### src/rtl/tpm_partner.sv
// Tree-parity-machine key-exchange party: K hidden units of N bounded signed weights.
// A sequencer drives init/compute/learn through ctrl and watches dirty for completion.
module tpm_partner #(
   parameter int K  = 2,
   parameter int N  = 3,
   parameter int L  = 3,
   parameter int WW = 4
) (
   input  logic                 clk,
   input  logic                 rst,
   input  logic [K*N-1:0]       feed,
   input  logic                 out_other,
   input  logic [2:0]           ctrl,
   input  logic [2:0]           partner_no,
   output logic                 out,
   output logic [K-1:0]         deltas,
   output logic                 dirty,
   output logic [K*N*WW-1:0]    weights
);
   localparam int KN  = K * N;
   localparam int IW  = (KN > 1) ? $clog2(KN + 1) : 1;
   localparam int UW  = (K > 1) ? $clog2(K + 1) : 1;
   localparam int PW  = (N > 1) ? $clog2(N) : 1;
   localparam int AW0 = $clog2(N * L) + 2;
   localparam int AW  = (AW0 > WW) ? AW0 : WW + 1;

   localparam logic [2:0] CMD_INIT  = 3'b001;
   localparam logic [2:0] CMD_COMP  = 3'b010;
   localparam logic [2:0] CMD_LEARN = 3'b100;

   localparam logic signed [WW-1:0] W_MAX = WW'(L);
   localparam logic signed [WW-1:0] W_MIN = -W_MAX;
   localparam logic signed [WW-1:0] W_ONE = WW'(1);

   typedef enum logic [1:0] {S_IDLE, S_INIT, S_MAC} state_t;

   state_t                r_state;
   state_t                w_state_next;
   logic [2:0]            r_ctrl_q;
   logic [12:0]           r_lfsr;
   logic [IW-1:0]         r_idx;
   logic [UW-1:0]         r_unit;
   logic [PW-1:0]         r_pos;
   logic [KN-1:0]         r_feed;
   logic signed [WW-1:0]  r_w [KN];
   logic signed [AW-1:0]  r_acc [K];
   logic                  r_out;
   logic [K-1:0]          r_deltas;

   logic                  w_busy;
   logic                  w_cmd_new;
   logic                  w_accept;
   logic                  w_start_init;
   logic                  w_start_comp;
   logic                  w_start_learn;
   logic                  w_init_wr;
   logic                  w_mac_last;
   logic                  w_agree;
   logic [12:0]           w_seed;
   logic [12:0]           w_lfsr_src;
   logic [12:0]           w_lfsr_step;
   logic [2:0]            w_rnd;
   logic signed [WW-1:0]  w_new_w;
   logic [IW-1:0]         w_init_idx;
   logic signed [WW-1:0]  w_cur_w;
   logic signed [AW-1:0]  w_cur_ext;
   logic signed [AW-1:0]  w_prod;
   logic signed [AW-1:0]  w_acc_next [K];
   logic [K-1:0]          w_sigma;
   logic                  w_tau;
   logic [KN-1:0]         w_learn_en;
   logic signed [WW-1:0]  w_learn_w [KN];

   // Fibonacci LFSR, x^13 + x^4 + x^3 + x + 1, shifting toward the MSB.
   function automatic logic [12:0] lfsr_step(input logic [12:0] s);
      return {s[11:0], s[12] ^ s[3] ^ s[2] ^ s[0]};
   endfunction

   assign w_busy        = (r_state != S_IDLE);
   assign w_cmd_new     = (ctrl != r_ctrl_q);
   assign w_accept      = w_cmd_new & ~w_busy;
   assign w_start_init  = w_accept & (ctrl == CMD_INIT);
   assign w_start_comp  = w_accept & (ctrl == CMD_COMP);
   assign w_start_learn = w_accept & (ctrl == CMD_LEARN);

   // Combinational so the sequencer sees busy on the very edge after it issues a command.
   assign dirty = rst & (w_busy | (w_cmd_new & ((ctrl == CMD_INIT) | (ctrl == CMD_COMP))));

   assign w_seed      = 13'h1ACE ^ {10'b0, partner_no};
   assign w_lfsr_src  = (r_state == S_INIT) ? r_lfsr : ((w_seed == '0) ? 13'd1 : w_seed);
   assign w_lfsr_step = lfsr_step(w_lfsr_src);
   assign w_rnd       = (w_lfsr_step[2:0] == 3'b100) ? 3'b101 : w_lfsr_step[2:0];
   assign w_new_w     = {{(WW-3){w_rnd[2]}}, w_rnd};
   assign w_init_wr   = w_start_init | (r_state == S_INIT);
   assign w_init_idx  = (r_state == S_INIT) ? r_idx : '0;

   assign w_cur_w    = r_w[r_idx[$clog2(KN)-1:0]];
   assign w_cur_ext  = {{(AW-WW){w_cur_w[WW-1]}}, w_cur_w};
   assign w_prod     = r_feed[r_idx[$clog2(KN)-1:0]] ? w_cur_ext : -w_cur_ext;
   assign w_mac_last = (r_idx == IW'(KN - 1));

   generate
      for (genvar gi = 0; gi < K; gi++) begin : g_unit
         assign w_acc_next[gi] = r_acc[gi] + ((r_unit == UW'(gi)) ? w_prod : '0);
         // h = 0 counts as -1
         assign w_sigma[gi]    = ~w_acc_next[gi][AW-1] & (w_acc_next[gi] != '0);
      end
   endgenerate

   // tau = product of sigmas: +1 when an even number of units voted -1
   assign w_tau   = ~(^(~w_sigma));
   assign w_agree = (r_out == out_other);

   generate
      for (genvar gi = 0; gi < KN; gi++) begin : g_weight
         assign w_learn_en[gi] = w_start_learn & w_agree & (r_deltas[gi / N] == r_out);
         assign w_learn_w[gi]  = (r_feed[gi] == r_out)
                                ? ((r_w[gi] >= W_MAX) ? W_MAX : r_w[gi] + W_ONE)
                                : ((r_w[gi] <= W_MIN) ? W_MIN : r_w[gi] - W_ONE);
         assign weights[gi*WW +: WW] = r_w[gi];
      end
   endgenerate

   always_comb begin
      w_state_next = r_state;
      case (r_state)
         S_IDLE: begin
            if (w_start_init)      w_state_next = S_INIT;
            else if (w_start_comp) w_state_next = S_MAC;
         end
         S_INIT:  if (r_idx == IW'(KN - 1)) w_state_next = S_IDLE;
         S_MAC:   if (w_mac_last)           w_state_next = S_IDLE;
         default: w_state_next = S_IDLE;
      endcase
   end

   always_ff @(posedge clk or negedge rst) begin
      if (!rst) begin
         r_state  <= S_IDLE;
         r_ctrl_q <= 3'b000;
         r_lfsr   <= 13'd1;
         r_idx    <= '0;
         r_unit   <= '0;
         r_pos    <= '0;
         r_feed   <= '0;
         r_out    <= 1'b0;
         r_deltas <= '0;
         for (int i = 0; i < KN; i++) r_w[i] <= '0;
         for (int k = 0; k < K; k++)  r_acc[k] <= '0;
      end else begin
         r_state  <= w_state_next;
         r_ctrl_q <= ctrl;

         // Weight 0 is drawn on the accepting edge so init spans exactly K*N cycles.
         if (w_init_wr) begin
            r_lfsr <= w_lfsr_step;
            r_idx  <= w_init_idx + IW'(1);
         end

         if (w_start_comp) begin
            r_feed <= feed;
            r_idx  <= '0;
            r_unit <= '0;
            r_pos  <= '0;
            for (int k = 0; k < K; k++) r_acc[k] <= '0;
         end

         if (r_state == S_MAC) begin
            for (int k = 0; k < K; k++) r_acc[k] <= w_acc_next[k];
            r_idx <= r_idx + IW'(1);
            if (r_pos == PW'(N - 1)) begin
               r_pos  <= '0;
               r_unit <= r_unit + UW'(1);
            end else begin
               r_pos  <= r_pos + PW'(1);
            end
            if (w_mac_last) begin
               r_out    <= w_tau;
               r_deltas <= w_sigma;
            end
         end

         for (int i = 0; i < KN; i++) begin
            if (w_init_wr && (w_init_idx == IW'(i))) r_w[i] <= w_new_w;
            else if (w_learn_en[i])                  r_w[i] <= w_learn_w[i];
         end
      end
   end

   assign out    = r_out;
   assign deltas = r_deltas;

endmodule

### config.mk
export PLATFORM = sky130hd
export DESIGN_NAME = tpm_partner
export DESIGN_NICKNAME = d
export VERILOG_FILES = /design/src/rtl/tpm_partner.sv
export SDC_FILE = /design/constraint.sdc
export NUM_CORES = 1
export LEC_CHECK = 0
export CAP_MARGIN = 5
export CORE_MARGIN = 5
export CORE_UTILIZATION = 30
export CTS_BUF_LIST = sky130_fd_sc_hd__clkbuf_4
export CTS_CLUSTER_SIZE = 24
export DETAILED_ROUTE_END_ITERATION = 7
export DONT_BUFFER_PORTS = 1
export MAX_ROUTING_LAYER = met4
export PLACE_DENSITY = 0.46
export SLEW_MARGIN = 20
export SYNTH_ARGS = -nofsm -noshare
export SYNTH_HDL_FRONTEND = slang
export SYNTH_SLANG_ARGS = --single-unit
### constraint.sdc
create_clock -name clk -period 11.15 [get_ports clk]
set_input_delay 1.6725 -clock clk [delete_from_list [all_inputs] [get_ports clk]]
set_output_delay 1.6725 -clock clk [all_outputs]
set_load 0.01 [all_outputs]
# After elaboration in Yosys (flattened, before gate mapping)
# Cells that the tools add are included.
[op_classes]
n_mux = 57
n_lt_le_gt_ge = 14
n_reduce_logical = 25
eq_ne = 26
bitwise = 24
addsub = 19
[op_table]
columns = ["cell", "n"]
rows = [
  ["$mux W4", 32],
  ["$mux W13", 2],
  ["$add A4 B2 Y4 const B", 6],
  ["$ge A4 B3 Y1 const B", 6],
  ["$le A4 B3 Y1 const B", 6],
  ["$mux W12", 2],
  ["$sub A4 B2 Y4 const B", 6],
  ["$mux W2", 9],
  ["$mux W6", 3],
  ["$reduce_bool A2 Y1", 8],
  ["$eq A3 B3 Y1 const B", 5],
  ["$mux W3", 5],
  ["$logic_not A13 Y1", 1],
  ["$add A6 B6 Y6", 2],
  ["$bmux W4 S3", 1],
  ["$reduce_bool A6 Y1", 2],
  ["$and A1 B1 Y1", 11],
  ["$eq A1 B1 Y1", 9],
  ["$eq A3 B2 Y1 const B", 3],
  ["$not A2 Y8", 1],
  ["$add A3 B1 Y3 const B", 2],
  ["$eq A3 B1 Y1 const B", 2],
  ["$logic_and A1 B1 Y1", 6],
  ["$neg A4 Y6", 1],
  ["other kinds (22)", 34],
]
[totals]
reg_bits = 70
inputBits = 15

# Depth between registers and ports, before layout
# Gate-level depths: netlist (run 1).
[logic_depth]
ltp_word = 13
ltp_mapped = 19
depth_no_buf = 17

# Worst setup path before layout (run 1)
# OpenSTA, ideal clock, no wires.
[synth_timing]
kind = "input to output"
from = "input port ctrl[0]"
to = "output port dirty"
setup_slack_ps = 6815
t_arrival_ps = 2662
t_required_ps = 9477
stages = 5
path_cell_list = "buf_2 > xnor2_1 > a31oi_1 > nand2_1 > a21boi_0"
[synth_between]
elab_chain_len = 5
word_cells_on_any_way = 7
classes_between = "eq/ne (3); bitwise (4)"
[synth_lines]
columns = ["item", "line_no", "source"]
rows = [
  ["start, declared", "13", "input logic [2:0] ctrl,"],
  ["$eq A3 B1 Y1 / $eq A3 B2 Y1 (equally long branches)", "87", "assign dirty = rst & (w_busy | (w_cmd_new & ((ctrl == CMD_INIT) | (ctrl == CMD_COMP))));"],
  ["$or A1 B1 Y1", "87", ""],
  ["$and A1 B1 Y1 *", "87", ""],
  ["$or A1 B1 Y1 *", "87", ""],
  ["$and A1 B1 Y1 *", "87", ""],
  ["end, declared", "17", "output logic dirty,"],
]
# Every way passes the cells marked *; elsewhere a longest branch is shown, timed or not.

# Worst setup path in the final report (run 1)
# Same ends and word-level chain as after synthesis.

==> impl_metrics.csv, run 1 <==
group,metric,value,unit
layout,fin_nets,643,
die,ios,43,
run_status,status,"finished clean",
sta,fmax,231,MHz
clock_network,cts_setup_buffers,0,
synthesis,synth_edf_count,0,
critical_path,startpoint,"ctrl[0]",
power,power.total,1.91,mW
routing,via_per_inst,5.21,
sta,clock-skew-final,0.0216,ns
die,die_area,19600,um2
critical_path,worst-path-stages,4,
routing,finalWirelength,13300,um
sta,tightest_slew,0.834,ns
global_routing,track_usage,14.0,%
hold_path,min_from,"r_lfsr[0]",
clock_network,ctsLongestPathBuffers,2,
synthesis,synth_warnings,0,
sta,post-route-period-util,38.8,%
layout,synthToLayoutAreaGrowth,6.73,%
die,die_y,140,um
layout,drive_gt1_share,6.62,%
die,initial_core_util,30.6,%
critical_path,cp_max_fo,9,
sta,drv_slew,0,
critical_path,r2r_setup_slack,6.90,ns
clock_network,clock_sinks,70,
job,cap_violations,0,
routing,drt-initial-drc-count,270,
synthesis,synth_area_leaders,"dfrtp_1 34%, ha_1 10%, o21ai_0 6.1%",
synthesis,synth_cell_types,54,
die,coreArea,16600,um2
critical_path,reg2reg_from,"r_idx[0]",
global_routing,antenna_found_initial,1,
critical_path,worstSetupPathType,"primary input to output pin",
die,die_w,140,um
power,power.density,353,nW/um2
hold_path,hold_class,"flop to flop",
clock_network,cts_resized,0,
synthesis,async_reset_ff_share,100,%
critical_path,required,9.48,ns
critical_path,path_cells,"xnor2_1 > a31oi_1 > nand2_1 > a21boi_0",
critical_path,cp-end-kind,"output pin",
synthesis,synth_fp_nets,661,
sta,post-route-min-period,4.33,ns
synthesis,synth_top_cell_area_share,34.0,%
global_routing,grt_max_degree,72,
sta,maxSlewHeadroom,44.4,%
clock_network,ctsHoldBuffers,0,
layout,fill_cells,1732,
synthesis,ys.flop_type,"dfrtp_1",
critical_path,slowest_delay,0.41,ns
routing,routedWlPerCell,16.4,um
die,num_rows,47,
routing,vias,4233,
critical_path,r2r.worst_path.cells,14,
place,placed_cells,793,
layout,regArea,1750,um2
synthesis,seq_area_frac_synth,34.5,%
critical_path,cp_num_buf_inv,0,
sta,hold_slack,0.466,ns
layout,fin_cells,812,
critical_path,crit_end,"dirty",
power,max-vdd-ir-drop,0.000101,V
place,routabilityCongestion,0.850,
synthesis,ys_ff_latch,70,
global_routing,grt_first_pass_wirelength,21500,um
synthesis,syn_inst,602,
clock_network,cts_root_buffer,"clkbuf_4",
sta,setup_tns,0,ns
sta,hold_viol_final,0,
synthesis,synth_top_cell_by_area,"dfrtp_1",
synthesis,avgSynthCellArea,8.44,um2
routing,dr.pass1.iters,4,
critical_path,arrival,2.65,ns
clock_network,path_clk_slew,0.11,ns
clock_network,htreeDepth,3,
routing,ant_nets,0,
power,p_leak,2.30,nW
clock_network,numCtsBuffers,9,
clock_network,clock_latency,0.46,ns
clock_network,cts_tree,"done",
layout,multiInputGateArea,3060,um2
critical_path,cp-start-kind,"primary input",
critical_path,timing.rr.end,"out",
sta,setup_viol,0,
critical_path,slowest_stage,"a31oi_1",
routing,drt_drc_violations_left,0,
global_routing,grt_remaining_overflow,0,
global_routing,first_global_vias,4031,
place,io_buffers,0,
synthesis,syn-cell-area,5080,um2
place,dpl.hpwl,9640,um
critical_path,critPathTopFamily,"compound AO/OA/AOI/OAI gates",
sta,rsz0062_at_grt,"no",
-- synth_stat cells, types with 6 or more instances --
cell type / count
nand2_1: 82
dfrtp_1: 69
o21ai_0: 62
nor2_1: 51
ha_1: 42
a21oi_1: 40
inv_1: 33
clkbuf_1: 23
xnor2_1: 23
nand3_1: 18
a31oi_1: 14
o211ai_1: 13
nor3_1: 11
nor2b_1: 10
xor2_1: 10
o22ai_1: 8
buf_2: 7
mux2_2: 7
and2_1: 6
nand4_1: 6
-- sequential cells by signal, summed over array words and instances (netlist names), 3 cells and up --
name,cells
r_ctrl_q,3
weights,24
r_lfsr,13
r_feed,6
r_acc,12
r_idx,3
-- kinds of logic (layout without fill, tap and decap cells) --
kind of cell	after synthesis	after routing	share of synthesized area, %
AND/OR/NAND/NOR	199	199	17.5
AO/OA/AOI/OAI	173	173	20.8
flip-flops	70	70	34.5
buffers and inverters	65	52	5.27
adder cells (fa/ha/maj)	44	44	11.1
XOR/XNOR	33	33	5.69
multiplexers	18	18	5.05
other	0	3	0
-- how the worst min path moves through the flow --
| stage | to | slack [ns] | cells past startpoint |
|---|---|---|---|
| finish | r_lfsr[0] | 0.47 | 2 |
| global route | r_lfsr[12] | 0.51 | 2 |
| CTS | r_lfsr[0] | 0.47 | 2 |
| detailed placement | r_lfsr[0] | 0.45 | 2 |
| global placement | r_lfsr[0] | 0.44 | 2 |
| floorplan | r_lfsr[0] | 0.43 | 2 |
-- through the flow --
step	setup WS, ns	instance area, um2	utilization [%]
after floorplan	6.82	5080	-
after global placement	6.89	5230	31.6
after detailed placement	6.85	5230	31.6
after CTS	6.85	5410	32.6
after global routing	6.52	5420	32.7
final	6.82	5420	32.7
-- cell type report --
class,count,share of cell area (%)
clock inverters,7,2.08
flip-flops and latches,70,32.3
well taps,220,5.08
clock buffers,9,1.25
multi-input cells,467,56.4
repair buffers,3,0.416
inverters,33,2.29
diodes,3,0.139
-- power by group --
| part | internal [mW] | leakage (nW) | switching, mW |
|---|---|---|---|
| registers | 0.364 | 0.853 | 0.206 |
| logic | 0.484 | 1.35 | 0.647 |
| clock network | 0.112 | 0.0957 | 0.0984 |
-- worst min-delay path, cell delays in order (launching register included) --
cell	delay [ns]
dfstp_2	0.39
nand2_1	0.05
nand2_1	0.04
-- cells in the final DEF, fill, tap and decap left out, drive strengths merged, types with 2 or more instances in the layout --
cell / instances
nand2: 82
xnor2: 23
a22o: 3
mux2: 8
clkinv: 3
xor2: 10
a31o: 2
nor2: 51
ha: 42
mux4: 5
bufinv: 3
inv: 33
nor4: 4
mux2i: 5
nand4: 6
a21o: 5
a211oi: 3
a31oi: 14
a21oi: 40
a21boi: 2
nor3: 11
nand3b: 3
o21a: 2
o31ai: 2
o2111ai: 4
o22ai: 8
dfrtp: 69
and2: 6
nand3: 19
o221ai: 2
o211ai: 13
nand2b: 3
a22oi: 2
buf: 3
clkbuf: 9
fa: 2
nor2b: 10
o21ai: 62
diode: 3
-- layer usage --
layer | global-route usage (%) | vias up | share of wire (%)
li1 | - | 2089 | -
met1 | 18.2 | 2043 | 49
met2 | 20.9 | 90 | 44
met3 | 4.50 | 11 | 5.6
met4 | 4.18 | 0 | 1.2
met5 | - | - | 0
Power figures use the tool's default switching activity.
==> run 2, diff against run 1 <==
Settings changed: PLACE_DENSITY 0.46 to 0.47.
Clock period 11.15 ns to 3.75 ns, I/O delays scaled along.
==> run 2 against run 1 <==
  * First-iteration DRC count is 33% lower
  * Via count is 3.7% higher
  * Global-route usage is 0.38 points higher
  * Total power grew to 3.1 times the previous value
  * Critical path type is now flop to flop
  * Largest power group unchanged
==> impl_metrics.csv, run 2 (synthesis results as in run 1) <==
group,metric,value,unit
critical_path,cp_max_fo,3,
routing,drt-initial-drc-count,181,
power,power.density,1050,nW/um2
global_routing,grt_remaining_overflow,0,
die,ios,43,
layout,final_common_cell,"nand2_1",
die,initial_core_util,30.6,%
critical_path,worstSetupPathType,"flop to flop",
power,max-vdd-ir-drop,0.000276,V
routing,via_per_inst,5.25,
routing,vias,4391,
routing,routedWlPerCell,16.4,um
layout,multiInputGateArea,3110,um2
place,routabilityCongestion,0.881,
power,power.total,5.89,mW
routing,dr.pass1.iters,5,
power,p_leak,2.43,nW
sta,setup_viol,0,
clock_network,numCtsBuffers,9,
sta,clock-skew-final,0.0205,ns
place,placed_cells,818,
sta,rsz0062_at_grt,"no",
place,dpl.hpwl,9960,um
layout,layout_common_cells,"81 x nand2_1, 69 x dfrtp_1, 62 x o21ai_0, 50 x nor2_1, 42 x ha_1",
sta,post-route-period-util,94.8,%
layout,fin_nets,670,
layout,largest_reg_flops,24,
routing,ant_nets,0,
sta,timing.final.ws_setup,0.195,ns
clock_network,htreeDepth,3,
critical_path,required,4.12,ns
sta,maxSlewHeadroom,63.0,%
global_routing,antenna_found_initial,1,
layout,fin_cells,837,
critical_path,r2r_setup_slack,0.20,ns
clock_network,cts_tree,"done",
layout,fill_cells,1743,
routing,finalWirelength,13700,um
sta,drv_slew,0,
layout,synthToLayoutAreaGrowth,10.8,%
global_routing,grt_max_degree,71,
clock_network,clock_latency,0.46,ns
global_routing,first_global_vias,4085,
clock_network,cts_root_buffer,"clkbuf_4",
hold_path,hold_class,"primary input to flop",
run_status,status,"finished clean",
critical_path,arrival,3.93,ns
die,coreArea,16600,um2
job,cap_violations,0,
clock_network,clock_sinks,70,
die,die_area,19600,um2
layout,regArea,1750,um2
sta,tightest_slew,0.555,ns
die,num_rows,47,
sta,hold_viol_final,0,
clock_network,ctsLongestPathBuffers,2,
place,io_buffers,0,
sta,fmax,281,MHz
sta,post-route-min-period,3.55,ns
die,die_w,140,um
die,die_y,140,um
clock_network,path_clk_slew,0.12,ns
global_routing,track_usage,14.4,%
sta,setup_tns,0,ns
global_routing,grt_first_pass_wirelength,21900,um
critical_path,cp-end-kind,"flop",
place,place_ws,0.126,ns
layout,drive_gt1_share,12.3,%
critical_path,cp-start-kind,"flop",
routing,drt_drc_violations_left,0,
run 2: critical path, stage by stage (launching register included):
cell and delay [ns]:
dfrtp_1 0.39, mux4_2 0.54, nand2_2 0.11, o21ai_0 0.10, inv_1 0.11, ha_1 0.24, nor2_2 0.12, a21oi_2 0.05
nand2_1 0.12, inv_1 0.06, ha_1 0.27, a21o_1 0.19, a21oi_2 0.18, xnor2_1 0.10, or4_4 0.55, o211a_1 0.14
o31ai_2 0.20
run 2: metrics by stage:
step                      utilization [%]  hold slack, ns  area (um2)
after floorplan                         -           0.267        5080
after global placement               32.7           0.270        5420
after detailed placement             32.7           0.272        5420
after CTS                            33.6          0.0898        5570
after global routing                 33.9          0.0717        5630
final                                33.9           0.133        5630
run 2: final timing paths:
kind | from | endpoint | cells past startpoint
max | r_idx[1] | out | 16
min | ctrl[2] | r_ctrl_q[2] | 0
max reg2reg | r_idx[1] | out | 16
min reg2reg | r_lfsr[0] | r_lfsr[0] | 2
max in group asynchronous | rst | r_lfsr[0] | 2
min in group asynchronous | rst | weights[10] | 2
run 2: power by group:
part	total (mW)	switching, mW	internal, mW
Combinational	4.03	2.33	1.70
Sequential	1.43	0.344	1.09
Clock	0.429	0.284	0.146
run 2: per-layer routing:
metal | track usage (%) | share of wire, %
met5 | - | 0
met2 | 21.8 | 45
met3 | 5.21 | 6.0
met1 | 18.5 | 48
met4 | 3.37 | 1.1
run 2: what timing repair did:
| item | 4_1_cts | 5_1_grt |
|---|---|---|
| endpoints found under the setup margin | 0 | 1 |
| gates resized for setup | 0 | 14 |
| buffers inserted | 0 | 0 |
| hold buffers | 2 | 0 |
| endpoints found under the hold margin | 70 | 0 |
run 2: cell type report:
| cell class | count | share of cell area [%] |
|---|---|---|
| inverter | 33 | 2.20 |
| sequential | 70 | 31.1 |
| clock inverter | 5 | 0.467 |
| clock buffer | 11 | 1.47 |
| multi-input combinational | 467 | 55.3 |
| timing repair buffer | 30 | 4.47 |
| tap | 220 | 4.89 |
| antenna | 1 | 0.0445 |
==> run 3, diff against run 2 <==
Settings changed: CORE_ASPECT_RATIO set to 0.9.
==> run 3 against run 2 <==
  * Routed wire length rose by 3.8%
  * Clock power rose by 20%
  * Critical path depth down 1
  * Core utilization down 0.52 points
  * Highest routed layer unchanged
  * Global-route usage rose by 0.90 points
  * Fmax shrank 0.28%
  * Combinational power is 2% lower
  * Critical path type unchanged
==> impl_metrics.csv, run 3 (synthesis results as in run 1) <==
group,metric,value,unit
die,die_y,133,um
layout,fin_nets,667,
critical_path,cp-start-kind,"flop",
die,ios,43,
place,routabilityCongestion,0.949,
global_routing,grt_max_degree,71,
global_routing,first_global_vias,4308,
place,dpl.hpwl,10500,um
routing,drt_drc_violations_left,0,
layout,layout_common_cells,"82 x nand2_1, 69 x dfrtp_1, 62 x o21ai_0, 50 x nor2_1, 42 x ha_1",
routing,routedWlPerCell,17.2,um
place,io_buffers,0,
critical_path,path_cells,"mux4_2 > nand2_1 > o21ai_0 > inv_1 > ha_1 > nor2_2 > xnor2_1 > and2_1 > ha_1 > a21o_1 > a21oi_1 > xnor2_1 > or4_4 > a211oi_2 > o31ai_2",
sta,timing.final.ws_setup,0.185,ns
clock_network,htreeDepth,3,
routing,drt-initial-drc-count,234,
clock_network,clock_sinks,70,
sta,setup_viol,0,
sta,post-route-period-util,95.1,%
clock_network,cts_setup_buffers,0,
routing,via_per_inst,5.30,
critical_path,cp-end-kind,"flop",
critical_path,slowest_delay,0.56,ns
critical_path,cp_max_fo,3,
clock_network,ctsLongestPathBuffers,2,
layout,synthToLayoutAreaGrowth,10.4,%
global_routing,antenna_found_initial,2,
layout,final_common_cell,"nand2_1",
layout,drive_gt1_share,11.4,%
power,power.density,1060,nW/um2
routing,dr.pass1.iters,5,
die,initial_core_util,30.3,%
global_routing,track_usage,15.3,%
clock_network,path_clk_slew,0.13,ns
layout,finalCoreUtilization,33.4,%
layout,largest_reg_flops,24,
routing,ant_nets,0,
die,die_w,147,um
routing,vias,4380,
sta,post-route-min-period,3.56,ns
clock_network,cts_tree,"done",
critical_path,worstSetupPathType,"flop to flop",
critical_path,arrival,3.92,ns
sta,hold_viol_final,0,
die,coreArea,16800,um2
hold_path,hold_class,"primary input to flop",
job,cap_violations,0,
critical_path,slowest_stage,"or4_4",
global_routing,grt_first_pass_wirelength,23100,um
sta,clock-skew-final,0.0206,ns
die,die_area,19600,um2
power,p_leak,2.40,nW
sta,fmax,281,MHz
critical_path,required,4.11,ns
clock_network,cts_root_buffer,"clkbuf_4",
clock_network,numCtsBuffers,9,
sta,tightest_slew,0.595,ns
sta,drv_slew,0,
power,max-vdd-ir-drop,0.000269,V
sta,setup_tns,0,ns
die,num_rows,45,
place,place_ws,0.0819,ns
routing,finalWirelength,14200,um
sta,maxSlewHeadroom,60.3,%
global_routing,grt_remaining_overflow,0,
run_status,status,"finished clean",
clock_network,clock_latency,0.46,ns
run 3: changes by cell type in the layout (fill, tap and decap cells not counted), sizes merged:
cell      change
clkinvlp      +4
bufinv        +1
buf           -3
diode         +1
clkinv        -5
run 3: worst paths after layout:
check	end	slack [ns]	from	depth (start not counted)
max	out	0.19	r_idx[1]	15
min	r_ctrl_q[2]	0.12	ctrl[2]	0
max reg2reg	out	0.19	r_idx[1]	15
min reg2reg	r_lfsr[0]	0.46	r_lfsr[0]	2
max in group asynchronous	r_lfsr[0]	2.73	rst	2
min in group asynchronous	out	0.67	rst	2
run 3: cell type report:
class,instances,area (um2)
fill,1774,11200
multi-input combinational,467,3090
sequential,70,1750
tap,211,264
timing repair buffer,27,225
inverter,33,124
clock buffer,11,82.6
clock inverter,5,60.1
antenna,2,5.00
run 3: worst max-delay path, delay by kind of cell (launching register included):
kind / cells / cell delay (ns)
AO/OA/AOI/OAI: 5 / 0.79
XOR/XNOR: 2 / 0.25
buffers and inverters: 1 / 0.10
flip-flops: 1 / 0.39
adder cells (fa/ha/maj): 2 / 0.51
AND/OR/NAND/NOR: 4 / 0.91
multiplexers: 1 / 0.52
run 3: stage by stage:
stage / instance area [um2] / hold slack (ns) / total power [mW] / instances
finish: 5610 / 0.123 / 5.94 / 826
global route: 5610 / 0.0594 / 6.54 / 826
CTS: 5570 / 0.0728 / 5.83 / 824
detailed placement: 5390 / 0.270 / 5.26 / 806
global placement: 5390 / 0.270 / 5.15 / 806
floorplan: 5080 / 0.267 / 4.29 / 602
run 3: where the power goes:
| group | total [mW] | switching (mW) | internal [mW] | leakage (nW) |
|---|---|---|---|---|
| Combinational | 3.96 | 2.30 | 1.66 | 1.49 |
| Sequential | 1.47 | 0.380 | 1.09 | 0.853 |
| Clock | 0.515 | 0.298 | 0.217 | 0.0653 |
run 3: repair_timing:
action,CTS,global route
gates resized for setup,0,8
hold endpoints to repair,70,0
hold buffers,2,0
endpoints found under the setup margin,0,1
run 3: per-layer routing:
layer	vias up	wire [um]	GRT usage, %
met2	97	6280	23.1
met1	2127	6950	20.5
li1	2143	-	-
met4	0	148	3.88
met3	13	823	4.05
met5	-	0	-
